$ cat config.mk
export PLATFORM = sky130hd
export DESIGN_NAME = fd_adder2comp
export DESIGN_NICKNAME = d
export VERILOG_FILES = /design/src/rtl/fd_adder2comp_pkg.sv /design/src/rtl/fd_adder2comp_mag_2comp.sv /design/src/rtl/fd_adder2comp.sv
export SDC_FILE = /design/constraint.sdc
export NUM_CORES = 1
export LEC_CHECK = 0
export CAP_MARGIN = 20
export CORE_MARGIN = 1.5
export CORE_UTILIZATION = 45
export CTS_BUF_LIST = sky130_fd_sc_hd__clkbuf_16
export DETAILED_ROUTE_END_ITERATION = 10
export PLACE_DENSITY_LB_ADDON = 0.12
export REMOVE_ABC_BUFFERS = 1
export SKIP_CTS_REPAIR_TIMING = 1
export SYNTH_ARGS = -nofsm -noshare
export SYNTH_HDL_FRONTEND = slang
export SYNTH_SLANG_ARGS = --single-unit
$ cat constraint.sdc
create_clock -name clk -period 11.3 [get_ports clk]
set_clock_uncertainty 0.2 [all_clocks]
set_input_delay 2.825 -clock clk [delete_from_list [all_inputs] [get_ports clk]]
set_output_delay 2.825 -clock clk [all_outputs]
set_load 0.01 [all_outputs]
$ cat src/rtl/fd_adder2comp_pkg.sv
// Shared definitions for the two's-complement adder datapath and its
// control unit: default operand width and the 3-bit sequence-tracker
// state encodings. The control unit and its bench import the same package.
package fd_adder2comp_pkg;

  localparam int DEFAULT_N = 8;

  typedef enum logic [2:0] {
    TRK_IDLE   = 3'd0,
    TRK_LOADED = 3'd1,
    TRK_MAG    = 3'd2,
    TRK_CMP    = 3'd3,
    TRK_SUM    = 3'd4,
    TRK_RES    = 3'd5
  } trk_state_e;

endpackage

$ cat src/rtl/fd_adder2comp_mag_2comp.sv
// mag_2comp: combinational N-bit two's complement to N-bit unsigned magnitude.
// The most negative value maps to 2^(N-1), which still fits as unsigned.
// Ports:
//   x_i   : N-bit two's-complement input
//   mag_o : N-bit unsigned magnitude |x_i|
module mag_2comp #(
  parameter int N = 8
) (
  input  logic [N-1:0] x_i,
  output logic [N-1:0] mag_o
);

  assign mag_o = x_i[N-1] ? (~x_i + N'(1)) : x_i;

endmodule

$ cat src/rtl/fd_adder2comp.sv
// fd_adder2comp: datapath for the two's-complement adder driven by the
// UC_Adder2comp control unit. Arithmetic is done in sign-magnitude form and
// a sequence tracker rejects strobes that arrive out of protocol order.
// Ports:
//   clk, RESET        : clock, synchronous active-high reset
//   A_in, B_in        : operands, sampled on loadAB
//   loadAB..done      : control-unit strobes
//   res               : registered N+1-bit two's-complement result
//   res_valid         : res is final (set by done, cleared by loadAB)
//   ovf               : res does not fit in N bits
//   mag_ge, signs_eq  : registered compare status
//   seq_err           : sticky protocol-violation flag
module fd_adder2comp
  import fd_adder2comp_pkg::*;
#(
  parameter int N = DEFAULT_N
) (
  input  logic         clk,
  input  logic         RESET,
  input  logic [N-1:0] A_in,
  input  logic [N-1:0] B_in,
  input  logic         loadAB,
  input  logic         loadmagAB,
  input  logic         compmag,
  input  logic         compsigns,
  input  logic         add_sub,
  input  logic         loadres,
  input  logic         done,
  output logic [N:0]   res,
  output logic         res_valid,
  output logic         ovf,
  output logic         mag_ge,
  output logic         signs_eq,
  output logic         seq_err
);

  trk_state_e   trk_q;
  logic [N-1:0] a_q, b_q;
  logic         sa_q, sb_q;
  logic [N-1:0] mag_a_q, mag_b_q;
  logic [N:0]   sum_mag_q;
  logic         sum_sign_q;
  logic [N:0]   res_q;
  logic         res_valid_q, ovf_q, mag_ge_q, signs_eq_q, seq_err_q;
  logic         cm_done_q, cs_done_q;

  logic [N-1:0] mag_a_w, mag_b_w;

  mag_2comp #(.N(N)) u_mag_a (.x_i(a_q), .mag_o(mag_a_w));
  mag_2comp #(.N(N)) u_mag_b (.x_i(b_q), .mag_o(mag_b_w));

  // Strobe decode. loadAB always wins; otherwise only a single strobe or
  // the compmag+compsigns pair is a well-formed cycle.
  logic [5:0] others_w;
  logic       cmp_pair_w, multi_w;
  logic       ok_mag_w, ok_cmp_w, ok_as_w, ok_lr_w, ok_done_w, illegal_w;

  assign others_w   = {loadmagAB, compmag, compsigns, add_sub, loadres, done};
  assign cmp_pair_w = (others_w == 6'b011000);
  assign multi_w    = ($countones(others_w) > 1) && !cmp_pair_w;

  // Each strobe is also legal in the state it moves the tracker into, so a
  // held strobe is an idempotent recompute rather than an error.
  assign ok_mag_w  = (trk_q == TRK_LOADED) || (trk_q == TRK_MAG);
  assign ok_cmp_w  = (trk_q == TRK_MAG) || (trk_q == TRK_CMP);
  assign ok_as_w   = ((trk_q == TRK_CMP) && cm_done_q && cs_done_q) || (trk_q == TRK_SUM);
  assign ok_lr_w   = (trk_q == TRK_SUM) || (trk_q == TRK_RES);
  assign ok_done_w = (trk_q == TRK_RES);

  assign illegal_w = (|others_w) &&
                     (multi_w ||
                      (loadmagAB && !ok_mag_w) ||
                      ((compmag || compsigns) && !ok_cmp_w) ||
                      (add_sub && !ok_as_w) ||
                      (loadres && !ok_lr_w) ||
                      (done && !ok_done_w));

  // Sign-magnitude add/subtract using the registered compare flags.
  logic [N:0] mag_a_ext_w, mag_b_ext_w, sum_mag_d;
  logic       sum_sign_d;

  assign mag_a_ext_w = {1'b0, mag_a_q};
  assign mag_b_ext_w = {1'b0, mag_b_q};

  always_comb begin
    sum_mag_d  = '0;
    sum_sign_d = 1'b0;
    if (signs_eq_q) begin
      sum_mag_d  = mag_a_ext_w + mag_b_ext_w;
      sum_sign_d = sa_q;
    end else if (mag_ge_q) begin
      sum_mag_d  = mag_a_ext_w - mag_b_ext_w;
      sum_sign_d = sa_q;
    end else begin
      sum_mag_d  = mag_b_ext_w - mag_a_ext_w;
      sum_sign_d = sb_q;
    end
    // Keep zero positive so the result never encodes "-0".
    if (sum_mag_d == '0) begin
      sum_sign_d = 1'b0;
    end
  end

  logic [N:0] res_d;
  logic       ovf_d;

  assign res_d = sum_sign_q ? (~sum_mag_q + (N+1)'(1)) : sum_mag_q;
  assign ovf_d = res_d[N] ^ res_d[N-1];

  always_ff @(posedge clk) begin
    if (RESET) begin
      trk_q       <= TRK_IDLE;
      a_q         <= '0;
      b_q         <= '0;
      sa_q        <= 1'b0;
      sb_q        <= 1'b0;
      mag_a_q     <= '0;
      mag_b_q     <= '0;
      sum_mag_q   <= '0;
      sum_sign_q  <= 1'b0;
      res_q       <= '0;
      res_valid_q <= 1'b0;
      ovf_q       <= 1'b0;
      mag_ge_q    <= 1'b0;
      signs_eq_q  <= 1'b0;
      seq_err_q   <= 1'b0;
      cm_done_q   <= 1'b0;
      cs_done_q   <= 1'b0;
    end else if (loadAB) begin
      a_q         <= A_in;
      b_q         <= B_in;
      sa_q        <= A_in[N-1];
      sb_q        <= B_in[N-1];
      res_valid_q <= 1'b0;
      ovf_q       <= 1'b0;
      seq_err_q   <= 1'b0;
      cm_done_q   <= 1'b0;
      cs_done_q   <= 1'b0;
      trk_q       <= TRK_LOADED;
    end else if (illegal_w) begin
      seq_err_q <= 1'b1;
    end else begin
      if (loadmagAB) begin
        mag_a_q <= mag_a_w;
        mag_b_q <= mag_b_w;
        trk_q   <= TRK_MAG;
      end
      if (compmag) begin
        mag_ge_q  <= (mag_a_q >= mag_b_q);
        cm_done_q <= 1'b1;
        trk_q     <= TRK_CMP;
      end
      if (compsigns) begin
        signs_eq_q <= (sa_q == sb_q);
        cs_done_q  <= 1'b1;
        trk_q      <= TRK_CMP;
      end
      if (add_sub) begin
        sum_mag_q  <= sum_mag_d;
        sum_sign_q <= sum_sign_d;
        trk_q      <= TRK_SUM;
      end
      if (loadres) begin
        res_q <= res_d;
        ovf_q <= ovf_d;
        trk_q <= TRK_RES;
      end
      if (done) begin
        res_valid_q <= 1'b1;
      end
    end
  end

  assign res       = res_q;
  assign res_valid = res_valid_q;
  assign ovf       = ovf_q;
  assign mag_ge    = mag_ge_q;
  assign signs_eq  = signs_eq_q;
  assign seq_err   = seq_err_q;

endmodule

# Yosys cells after proc, flatten, opt, wreduce, memory -nomap -nowiden
# Cells that the tools add are included.
[totals] register_bits=63 latchBits=0 ramBits=0 mem_bits_ro=0 input_bits=25 output_inout_bits=14 wordCells=101 memories=0
[classes] addsub=11 mul=0 div_mod_pow=0 order_cmp=2 eq_ne=8 shift=0 n_mux=15 n_bitwise=6 reduce_logical=41
[op_table] cell="9-bit two-way mux" count=3
[op_table] cell="8-bit by 8-bit subtractor with 9-bit output" count=2
[op_table] cell="8-bit by 1-bit adder with 8-bit output (second input constant)" count=2
[op_table] cell="8-bit two-way mux" count=2
[op_table] cell="8-bit inverter" count=2
[op_table] cell="3-bit two-way mux" count=5
[op_table] cell="3-bit AND reduction" count=5
[op_table] cell="2-bit AND reduction" count=6
[op_table] cell="1-bit logical OR" count=10
[op_table] cell="8-bit by 8-bit adder with 9-bit output" count=1
[op_table] cell="9-bit by 1-bit adder with 9-bit output (second input constant)" count=1
[op_table] cell="1-bit logical AND" count=9
[op_table] cell="9-bit logical NOT" count=1
[op_table] cell="9-bit inverter" count=1
[op_table] cell="8-bit >= comparator" count=1
[op_table] cell="1-bit by 1-bit adder with 2-bit output" count=3
[op_table] cell="3-bit by 2-bit equality test with 1-bit output (second input constant)" count=2
[op_table] cell="3-bit equality test (second input constant)" count=2
[op_table] cell="6-bit by 5-bit equality test with 1-bit output (second input constant)" count=1
[op_table] cell="1-bit logical NOT" count=6
[op_table] cell="6-bit nonzero test" count=1
[op_table] cell="6-bit OR reduction" count=1
[op_table] cell="1-bit two-way mux" count=5
[op_table] cell="5-bit nonzero test" count=1
[op_table] cell="other kinds (9)" count=10

# Longest topological paths before layout
# Gate-level depths: netlist (run 1).
[depth] depth_word=13 depth_mapped=12

# Hierarchy
# A second synthesis (run 1) with hierarchy kept.
[unflattened] cells_unflattened=491 hier_area_um2=4282.9
[modules_own_cells] module="fd_adder2comp" instances=1 cells_per_inst=449 area_per_inst_um2=3990.1
[modules_own_cells] module="mag_2comp" instances=2 cells_per_inst=21 area_per_inst_um2=146.4

# Worst setup path after synthesis (run 1)
# No wires, ideal clock.
[synth_timing] path_type="input port to flip-flop" start="input port loadmagAB" end="register mag_a_q[0]" arrival_time_ns=5.526 required_time_ns=10.972 path_slack_ns=5.447 cell_stages=12 path_cell_list="fa_1 inv_1 fa_1 nand2b_1 fa_1 a32o_1 o311ai_4 o22ai_2 and3_1 buf_4 mux2i_1 nor2_1"
[synth_between] elab_chain_cells=12 word_cells_on_any_way=16 cone_classes="add/sub (2); order compare (1); eq/ne (1); bitwise (1); reduce/logical (11)"
[synth_rtl] item="start: declaration" line="fd_adder2comp.sv:23" source="input logic loadmagAB,"
[synth_rtl] item="1-bit by 1-bit adder with 2-bit output (implied by the code)" line="fd_adder2comp.sv:60" source="assign multi_w = ($countones(others_w) > 1) && !cmp_pair_w;"
[synth_rtl] item="3-bit by 2-bit adder with 4-bit output (implied by the code)" line="fd_adder2comp.sv:60"
[synth_rtl] item="4-bit by 1-bit greater-than comparator with 1-bit output" line="fd_adder2comp.sv:60"
[synth_rtl] item="1-bit logical AND" line="fd_adder2comp.sv:60"
[synth_rtl] item="1-bit logical OR" line="fd_adder2comp.sv:71" source="(multi_w ||"
[synth_rtl] item="1-bit logical OR" line="fd_adder2comp.sv:72" source="(loadmagAB && !ok_mag_w) ||"
[synth_rtl] item="1-bit logical OR" line="fd_adder2comp.sv:73" source="((compmag || compsigns) && !ok_cmp_w) ||"
[synth_rtl] item="1-bit logical OR" line="fd_adder2comp.sv:74" source="(add_sub && !ok_as_w) ||"
[synth_rtl] item="1-bit logical OR" line="fd_adder2comp.sv:75" source="(loadres && !ok_lr_w) ||"
[synth_rtl] item="1-bit logical AND" line="fd_adder2comp.sv:70" source="assign illegal_w = (|others_w) &&"
[synth_rtl] item="1-bit inverter (no source line)"
[synth_rtl] item="3-bit AND reduction (no source line) (*)"
[synth_rtl] item="end signal: assignment" line="fd_adder2comp.sv:144" source="mag_a_q <= mag_a_w;"
[synth_rtl] item="end: declaration" line="fd_adder2comp.sv:40" source="logic [N-1:0] mag_a_q, mag_b_q;"
# Every way passes the cells marked *; elsewhere a longest branch is shown, timed or not.
# A chain may end at the register's enable or synchronous reset.

# Worst setup path after layout (run 1)
[layout_timing] start="input port compmag" end="register mag_b_q[7]"
[layout_between] elab_chain_cells=12 word_cells_on_any_way=17 cone_classes="add/sub (2); order compare (1); eq/ne (1); bitwise (1); reduce/logical (12)"
[layout_rtl] item="start: declaration" line="fd_adder2comp.sv:24" source="input logic compmag,"
[layout_rtl] item="1-bit by 1-bit adder with 2-bit output (implied by the code)" line="fd_adder2comp.sv:60"
[layout_rtl] item="3-bit by 2-bit adder with 4-bit output (implied by the code)" line="fd_adder2comp.sv:60"
[layout_rtl] item="4-bit by 1-bit greater-than comparator with 1-bit output" line="fd_adder2comp.sv:60"
[layout_rtl] item="1-bit logical AND" line="fd_adder2comp.sv:60"
[layout_rtl] item="1-bit logical OR" line="fd_adder2comp.sv:71"
[layout_rtl] item="1-bit logical OR" line="fd_adder2comp.sv:72"
[layout_rtl] item="1-bit logical OR" line="fd_adder2comp.sv:73"
[layout_rtl] item="1-bit logical OR" line="fd_adder2comp.sv:74"
[layout_rtl] item="1-bit logical OR" line="fd_adder2comp.sv:75"
[layout_rtl] item="1-bit logical AND (*)" line="fd_adder2comp.sv:70"
[layout_rtl] item="1-bit inverter (no source line) (*)"
[layout_rtl] item="3-bit AND reduction (no source line) (*)"
[layout_rtl] item="end signal: assignment" line="fd_adder2comp.sv:145" source="mag_b_q <= mag_b_w;"
[layout_rtl] item="end: declaration" line="fd_adder2comp.sv:40"
# Marked as above.

==> results by group, run 1 <==
Outcome
  • Status: complete, no violations

Synth
  • Main synth FF type: dfxtp_1
  • Post-synthesis mux area share: under 10%
  • Seq/Total Area, Yosys: approximately a third
  • XOR/XNOR Fraction of Synth Area: between 6 and 7%
  • Simple-gate portion of the synthesized area: 17.0%
  • #FFs+latches synth: 61
  • Largest family of logic cells by synthesized area: compound AO/OA/AOI/OAI gates
  • Synthesized-area fraction occupied by adder cells: 12.4%
  • Synth Cell Area: 3890 um^2
  • Yosys warning count: 0
  • Number of synthesized flops with an enable pin: 0
  • Synth Area in Compound Gates: between 15 and 20%
  • Synth unique cells: 58
  • Post-synth ARST share: 0%
  • Cells after synthesis: 447
  • Synth Area per Inst: roughly 8.7 um^2

Die
  • Die Width: 96.0 um
  • Die Footprint: between 9000 and 10000 um^2
  • Starting density of the core: 46.9%
  • Core Area: 8300 um^2
  • # rows: 33
  • DIE HEIGHT: 96.0 um
  • IO Count: 39

GRT
  • First-pass GRT wire length: 13200 um
  • Initial antenna violation count: 0
  • Vias in the first global route: 2829
  • Largest net degree at the start of global routing: 56
  • Total global-route track usage: 18.7%
  • Gr ovfl total: 0

Drt
  • Post-DR vias/cell: ~5.2
  • Total wire length: 7820 um
  • Antenna Nets Post-Route: 0
  • Wirelength per Cell: 13.4 um
  • Drt initial violations: 133
  • First-pass DRT Iterations: 4
  • DR vias: 3067
  • DRC violations left: 0

Timing
  • Final hold slack: 0.250 ns
  • Highest Clock Rate: approximately 0.15 GHz
  • Post-layout min period: 6.85 ns
  • Max Transition Viols Final: 0
  • Fin. Hold Viols: 0
  • Setup tns final: 0 ns
  • RSZ-0062 raised after global routing: false
  • Slew headroom: 31.9%
  • Final setup viols: 0
  • Least-Margin Pin Slew: just over 1 ns
  • Final period utilization: 60.6%
  • Worst setup margin: roughly 4.5 ns

Clock tree
  • Root buffer cell: clkbuf_16
  • Clock-pin slew on the worst setup and hold paths: 0.05 ns
  • CTS buffer count: 9
  • Clk Latency, worst-skew pair: 0.33 ns
  • Clock Tree Buf Depth: 2
  • H-tree levels: 3
  • CTS tree: built
  • CTS sink count: 61

Placed design
  • Placed cell area: between 4000 and 5000 um^2
  • GP Congestion: just under 0.9
  • Placement Setup Slack: 4.09 ns
  • DP HPWL: 5900 um
  • Port-buffer cells: 38

Critical path
  • Crit Path Max Fanout: 30
  • Reg2reg end: mag_b_q[7]
  • CP arrival: 6.90 ns
  • CP Launch Type: input port
  • Worst setup EP type: flop
  • Reg2reg path depth: 7
  • Worst reg2reg setup slack: 8.49 ns
  • Critical setup path kind: input port to flop
  • CP endpoint: mag_b_q[7]
  • Required @ worst endpoint: ~11 ns
  • Critical Path Start: compmag
  • RR Startpoint: trk_q[2]

Power and ir drop
  • Pwr Density: 116 nW/um^2
  • Clock Power Share: 47.4%
  • Lkg Pwr: 1.71 nW
  • Net switching power: 136 uW
  • Switching part of the total: between 20 and 30%
  • Logic pwr share: about a tenth
  • Peak supply drop: between 0.07 and 0.08 mV
  • Flop pwr share: 42.6%
  • P_int: 394 uW

Job
  • Maxcap violations: 0

Min path
  • Hold path startpoint: seq_err
  • Hold Crit Class: flop to flop

Finish
  • Final instance area: 4590 um^2
  • Final Util: 55.3%
  • Area grow syn2layout: 17.8%
  • N_diodes: 0
  • Nets@finish: roughly 540
  • Share of cells above drive strength 1: 6.88%
## critical path, cell delays in order
cell and delay, ns:
clkdlybuf4s50_1 0.54, fa_1 0.56, inv_1 0.05, fa_1 0.42, nand2b_1 0.17, fa_1 0.49
a32o_1 0.17, o311ai_4 0.15, o22ai_2 0.26, and3_1 0.87, nand4_1 0.20, a21oi_1 0.18
## registers in the layout (all words and copies together), names as in the netlist, 3 cells and up
signal,count
res,9
b_q,8
a_q,8
mag_a_q,8
trk_q,3
sum_mag_q,9
mag_b_q,8
## metal layers
metal | GRT usage, % | share of wire, % | up-vias
li1 | - | - | 1597
met1 | 23.4 | 49 | 1406
met2 | 31.2 | 47 | 51
met3 | 4.11 | 3.0 | 13
met4 | 6.74 | 1.7 | 0
met5 | 0 | 0 | -
## worst min-delay path by stage
stage | slack, ns | cells past startpoint | to
floorplan | 0.24 | 2 | cm_done_q
global placement | 0.26 | 2 | cs_done_q
detailed placement | 0.25 | 2 | seq_err
CTS | 0.25 | 2 | seq_err
global route | 0.29 | 2 | seq_err
finish | 0.25 | 2 | seq_err
## power groups by stage
stage               clock network (mW)  registers [mW]  logic (mW)
CTS                              0.256           0.226      0.0537
global placement                     0           0.230      0.0523
detailed placement                   0           0.230      0.0536
finish                           0.251           0.226      0.0530
global route                     0.267           0.226      0.0595
floorplan                            0           0.229      0.0315
## through the flow
step | cells | power, mW
after global routing | 585 | 0.553
after global placement | 569 | 0.283
after detailed placement | 569 | 0.284
after CTS | 585 | 0.536
final | 585 | 0.530
after floorplan | 424 | 0.260
## layout by cell type, fill, tap and decap left out, types with 3 or more instances in the layout
cell              n
a211oi_1         27
a21oi_1          27
a311oi_1          3
and3_1            3
clkbuf_16         9
clkdlybuf4s50_1  37
dfxtp_1          61
fa_1              6
ha_1             29
inv_1            39
mux2i_1          35
nand2_1          16
nand2b_1          6
nand3_1           3
nand3b_1          5
nand4_1           4
nor2_1           72
nor2b_1           5
nor3_1            3
o21ai_0          10
o31ai_1           5
or3_1             5
xnor2_1          10
xor2_1           13
## cell families after synthesis
family	after synthesis
flops	61
fa+ha+maj	35
buf+inv	63
simple gates	134
mux	35
compound gates	94
xor+xnor	25
## cell type report
type / count / area (um^2)
Sequential cell: 61 / 1220
Clock buffer: 9 / 225
Multi-Input combinational cell: 323 / 2420
Timing Repair Buffer: 40 / 390
Tap cell: 105 / 131
Inverter: 40 / 150
Fill cell: 782 / 3710
Clock inverter: 7 / 51.3
## cell usage after synthesis, types with 6 or more instances
library cell / number / area, um^2
nand2b_1: 6 / 37.5
inv_1: 39 / 146
a21oi_1: 27 / 135
nand2_1: 16 / 60.1
ha_1: 29 / 363
mux2i_1: 35 / 350
fa_1: 6 / 120
xnor2_1: 10 / 87.6
o21ai_0: 10 / 50.1
nor2_1: 72 / 270
dfxtp_1: 61 / 1220
a211oi_1: 27 / 203
xor2_1: 13 / 114
clkbuf_1: 14 / 52.6
No activity file was read; power rests on OpenSTA's default activity.
==> run 2: changes to the inputs <==
Clock period 11.3 ns to 6.5 ns, I/O delays scaled along.
==> run 2 against run 1 <==
Effect of this change:
- clock-buffer cell count unchanged
- wire length is 3.3% higher
- combinational power increased by 75%
- via count is 1.3% higher
- worst setup slack worse by 3.3 ns
- global-route usage is 0.58 points higher
- clock power rose by 83%
- worst hold slack better by 0.0030 ns
- cell area increased by 0.49%
- critical path depth stayed put
- die area stayed put
- sequential share of layout area decreased by 0.13 points
- highest routed layer unchanged
==> results by group, run 2 (synthesis gave the netlist of run 1 again) <==
GRT
  • Gr ovfl total: 0 (unchanged)
  • Largest net degree at the start of global routing: 33 (-41%)
  • Total global-route track usage: 19.2% (+0.58 points)
  • Met2 usage: 33.5% (+2.3 points)
  • First-pass GRT wire length: 13700 um (+4.0%)
  • Met1 track demand over resource: 23.0% (-0.39 points)
  • Global Route met3 Usage: 4.27% (+0.16 points)
  • Initial antenna violation count: 0 (unchanged)
  • Vias in the first global route: 2992 (+5.8%)
  • Grt peak-use layer: met2

Placed design
  • Port-buffer cells: 38 (unchanged)
  • GP Congestion: 0.927 (+7.2%)
  • Placed cell area: 4320 um^2 (+0.35%)
  • Placed Cells incl. Taps: 571 (+0.35%)
  • Placement Setup Slack: 0.811 ns (-3.28 ns)
  • DP HPWL: 6020 um (+2.0%)

Clock tree
  • Clock Tree Buf Depth: 2 (unchanged)
  • H-tree levels: 3 (unchanged)
  • CTS buffer count: 9 (unchanged)
  • Root buffer cell: clkbuf_16
  • CTS tree: built
  • Clk Latency, worst-skew pair: 0.32 ns (about the same)
  • CTS sink count: 61 (unchanged)
  • Clock-pin slew on the worst setup and hold paths: 0.05 ns (about the same)

Critical path
  • Crit Path Max Fanout: 12 (-60%)
  • Worst setup EP type: flop
  • Critical setup path kind: input port to flop
  • Required @ worst endpoint: 6.50 ns (-4.85 ns)
  • Critical Path Start: compmag
  • CP Launch Type: input port
  • CP arrival: 5.35 ns (-1.55 ns)
  • RR Startpoint: mag_a_q[0]

Drt
  • DR vias: 3108 (+1.3%)
  • Total wire length: 8080 um (+3.3%)
  • Drt initial violations: 118 (-11%)
  • DRC violations left: 0 (unchanged)
  • Antenna Nets Post-Route: 0 (unchanged)
  • Wirelength per Cell: 13.8 um (+2.9%)
  • Post-DR vias/cell: 5.29 (+0.99%)
  • First-pass DRT Iterations: 4 (unchanged)

Die
  • Core Area: 8300 um^2 (unchanged)
  • Starting density of the core: 46.9% (unchanged)
  • IO Count: 39 (unchanged)
  • Die Width: 96.0 um (unchanged)
  • # rows: 33 (unchanged)
  • Die Footprint: 9210 um^2 (unchanged)
  • DIE HEIGHT: 96.0 um (unchanged)

Power and ir drop
  • Clock Power Share: 48.6% (+1.2 points)
  • P_int: 718 uW (+82%)
  • Power after layout: 944 uW (+78%)
  • Net switching power: 226 uW (+66%)
  • Switching part of the total: 23.9% (-1.7 points)
  • Logic pwr share: 9.8% (-0.2 points)
  • Pwr Density: 205 nW/um^2 (+77%)
  • Peak supply drop: 0.126 mV (+61%)
  • Lkg Pwr: 1.74 nW (+1.4%)
  • Flop pwr share: 41.6% (-1.0 points)

Timing
  • Max Transition Viols Final: 0 (unchanged)
  • Post-layout min period: between 5 and 6 ns
  • Final period utilization: approximately 82%
  • Final hold slack: 0.253 ns (+0.00304 ns)
  • Final setup viols: 0 (unchanged)
  • RSZ-0062 raised after global routing: false
  • Slew headroom: 46.2% (+14 points)
  • Fin. Hold Viols: 0 (unchanged)
  • Least-Margin Pin Slew: 0.802 ns (-0.220 ns)
  • Highest Clock Rate: 0.187 GHz
  • Setup tns final: 0 ns (unchanged)
  • Worst setup margin: 1.16 ns (-3.30 ns)

Job
  • Maxcap violations: 0 (unchanged)

Finish
  • Share of cells above drive strength 1: 6.64% (-0.24 points)
  • Final Util: 55.5% (+0.27 points)
  • Commonest non-fill, non-tap cells in the layout: nor2_1 (72), dfxtp_1 (61), inv_1 (41)
  • Fillers: 755 (-3.5%)
  • Area grow syn2layout: 18.4%
  • Nets@finish: 537 (+0.37%)
  • Commonest non-fill, non-tap cell in the layout: nor2_1
  • Final instance area: 4610 um^2 (+0.49%)
  • Layout Cells excl Fill: 587 (+0.34%)
  • N_diodes: 0 (unchanged)

Min path
  • Hold path startpoint: seq_err
  • Hold Crit Class: flop to flop

Outcome
  • Status: complete, no violations
==> run 2: changes by cell type in the layout (fill, tap and decap cells not counted) <==
cell / before / now
clkinv_4: 2 / 0
inv_6: 1 / 0
inv_1: 39 / 41
clkinvlp_4: 2 / 1
clkinv_1: 1 / 2
bufinv_16: 0 / 1
buf_4: 2 / 4
==> run 2: path summary, 6_finish.rpt <==
path              slack [ns]  cells after the start      endpoint
setup / recovery        1.16                     12  sum_mag_q[3]
hold / removal          0.25                      2       seq_err
setup reg to reg        3.77                      9    sum_sign_q
hold reg to reg         0.25                      2       seq_err
==> run 2: layout make-up <==
| cell class | count | area, um^2 | area share [%] |
|---|---|---|---|
| multi-input combinational | 323 | 2420 | 52.4 |
| sequential | 61 | 1220 | 26.5 |
| timing repair buffer | 42 | 405 | 8.80 |
| clock buffer | 9 | 225 | 4.89 |
| inverter | 40 | 150 | 3.26 |
| tap | 105 | 131 | 2.85 |
| clock inverter | 7 | 58.8 | 1.28 |
==> run 2: power groups by stage <==
stage	Clock, mW	Combinational, mW	Sequential (mW)
after global placement	0	0.0910	0.400
after detailed placement	0	0.0931	0.400
after global routing	0.487	0.104	0.393
final	0.459	0.0926	0.392
after CTS	0.471	0.0934	0.392
after floorplan	0	0.0547	0.398
==> run 2: routing by layer <==
layer | part of all wire, % | vias to the layer above
met5 | 0 | -
met4 | 1.9 | 0
met3 | 3.4 | 12
met2 | 49 | 62
met1 | 46 | 1437
li1 | - | 1597
==> run 2: worst max-delay path, cell delays in order <==
cell             delay (ns)
clkdlybuf4s50_1        0.55
fa_1                   0.55
inv_1                  0.05
fa_1                   0.42
nand2b_1               0.17
fa_1                   0.49
a32o_1                 0.17
o311ai_4               0.15
nor4b_4                0.66
buf_4                  0.26
mux2i_1                0.19
nor2_1                 0.06
==> run 3: changes to the inputs <==
Clock period 6.5 ns to 4.6 ns, I/O delays scaled along.
==> run 3 against run 2 <==
Effect of this change:
- global-route usage rose by 0.43 points
- highest routed layer unchanged
- worst setup slack got worse by 1.0 ns
- first-iteration DRC count fell by 10%
- die area did not move
- sequential cell count did not move
- largest power group unchanged
- combinational power rose by 46%
- critical path depth rose by 1
- clock-buffer cell count did not move
- total power rose by 37%
- critical endpoint is now mag_b_q[0]
==> results by group, run 3 (synthesis gave the netlist of run 1 again) <==
GRT
  • Vias in the first global route: 3001 (+0.30%)
  • Gr ovfl total: 0 (unchanged)
  • Total global-route track usage: 19.7% (+0.43 points)
  • Largest net degree at the start of global routing: 56 (+70%)
  • First-pass GRT wire length: 13900 um (+1.5%)
  • Initial antenna violation count: 0 (unchanged)

Finish
  • Nets@finish: 548 (+2.0%)
  • Footprint of the multi-input gates: 2430 um^2 (+0.41%)
  • Layout Cells excl Fill: 598 (+1.9%)
  • Area grow syn2layout: 21.4%
  • Commonest non-fill, non-tap cells in the layout: nor2_1 (72), dfxtp_1 (61), inv_1 (39)
  • Commonest non-fill, non-tap cell in the layout: nor2_1
  • N_diodes: 0 (unchanged)
  • Register area: 1220 um^2 (unchanged)
  • Share of cells above drive strength 1: 9.13% (+2.5 points)
  • Fillers: 757 (+0.26%)

Timing
  • Slew headroom: 31.1% (-15 points)
  • Final hold slack: 0.247 ns (-0.00675 ns)
  • RSZ-0062 raised after global routing: false
  • Post-layout min period: 4.44 ns
  • Fin. Hold Viols: 0 (unchanged)
  • Final period utilization: a little over nine tenths
  • Least-Margin Pin Slew: 1.03 ns (+0.231 ns)
  • Max Transition Viols Final: 0 (unchanged)
  • Worst setup margin: 0.161 ns (-0.997 ns)
  • Final setup viols: 0 (unchanged)
  • Highest Clock Rate: 0.225 GHz

Placed design
  • Placement Setup Slack: -0.203 ns (-1.01 ns)
  • DP HPWL: 6020 um (about the same)
  • Placed Cells incl. Taps: 582 (+1.9%)
  • GP Congestion: 0.872 (-5.9%)
  • Port-buffer cells: 38 (unchanged)

Clock tree
  • CTS tree: built
  • H-tree levels: 3 (unchanged)
  • Root buffer cell: clkbuf_16
  • CTS sink count: 61 (unchanged)
  • Clk Latency, worst-skew pair: 0.33 ns (about the same)
  • CTS buffer count: 9 (unchanged)
  • Clock-pin slew on the worst setup and hold paths: 0.06 ns (about the same)
  • Clock Tree Buf Depth: 2 (unchanged)

Drt
  • Total wire length: 8010 um (-0.79%)
  • Antenna Nets Post-Route: 0 (unchanged)
  • Drt initial violations: 106 (-10%)
  • DRC violations left: 0 (unchanged)
  • Post-DR vias/cell: 5.17 (-2.3%)
  • Wirelength per Cell: 13.4 um (-2.6%)
  • First-pass DRT Iterations: 4 (unchanged)
  • DR vias: 3093 (-0.48%)

Critical path
  • CP arrival: 4.42 ns (-0.93 ns)
  • CP Launch Type: input port
  • Most used cell, CP: fa_1
  • Crit path cell chain: clkdlybuf4s50_1, fa_1, inv_1, fa_1, nand2b_1, fa_1, a32o_1, o311ai_4, o22ai_2, and3_4, buf_12, mux2i_1, nor2_1
  • Critical path's top delay family: adder cells
  • Buf/Inv on CP: 3 (unchanged)
  • Required @ worst endpoint: 4.58 ns (-1.92 ns)
  • Slowest CP cell: fa_1
  • Crit Path Max Fanout: 28 (+16)
  • Worst setup EP type: flop
  • Critical setup path kind: input port to flop
  • CP peak stage delay: 0.54 ns (-0.12 ns)

Die
  • # rows: 33 (unchanged)
  • IO Count: 39 (unchanged)
  • Core Area: 8300 um^2 (unchanged)
  • Starting density of the core: 46.9% (unchanged)
  • Die Width: 96.0 um (unchanged)
  • DIE HEIGHT: 96.0 um (unchanged)
  • Die Footprint: 9210 um^2 (unchanged)

Min path
  • Hold Crit Class: flop to flop

Power and ir drop
  • Pwr Density: 275 nW/um^2 (+34%)
  • Peak supply drop: 0.170 mV (+35%)
  • Power after layout: 1.30 mW (+37%)
  • Lkg Pwr: 1.78 nW (+2.2%)

Job
  • Maxcap violations: 0 (unchanged)

Outcome
  • Status: complete, no violations
## run 3: cell types whose count changed in the layout (fill, tap and decap cells not counted), moves of 2 or more
cell	previous run	this run
buf_4	4	12
buf_12	0	3
clkinv_1	2	4
clkinv_2	2	0
clkinvlp_4	1	3
inv_1	41	39
## run 3: power breakdown
group	total [mW]	internal [mW]	switching, mW
logic	0.135	0.0674	0.0680
registers	0.554	0.540	0.0145
clock network	0.607	0.359	0.248
## run 3: worst min-delay path: cells and delay by family (launching register included)
kind	cells	cell delay, ns
buf+inv	1	0.04
compound gates	1	0.05
flops	1	0.31
## run 3: area by class of cell
| class | count | share of cell area, % |
|---|---|---|
| clock buffer | 9 | 4.77 |
| clock inverter | 7 | 0.901 |
| inverter | 40 | 3.18 |
| multi-input combinational | 323 | 51.4 |
| sequential | 61 | 25.9 |
| tap | 105 | 2.78 |
| timing repair buffer | 53 | 11.1 |
## run 3: worst paths after layout
| path | start | endpoint | slack [ns] | depth (start not counted) |
|---|---|---|---|---|
| hold / removal | seq_err | seq_err | 0.25 | 2 |
| setup reg to reg | mag_a_q[2] | sum_sign_q | 1.89 | 9 |
| hold reg to reg | seq_err | seq_err | 0.25 | 2 |
| setup / recovery | loadmagAB | mag_b_q[0] | 0.16 | 13 |
## run 3: per-layer routing
| layer | share of wire (%) | GRT usage [%] |
|---|---|---|
| met5 | 0 | 0 |
| met4 | 1.5 | 7.60 |
| met3 | 3.3 | 4.27 |
| met2 | 48 | 33.5 |
| met1 | 47 | 24.0 |
## run 3: per-stage QoR
step,instance area [um^2],utilization (%),TNS (ns)
finish,4720,56.9,0
global route,4720,56.9,0
CTS,4710,56.8,0
detailed placement,4440,53.6,-4.92
global placement,4440,53.6,-2.21
floorplan,3790,-,0
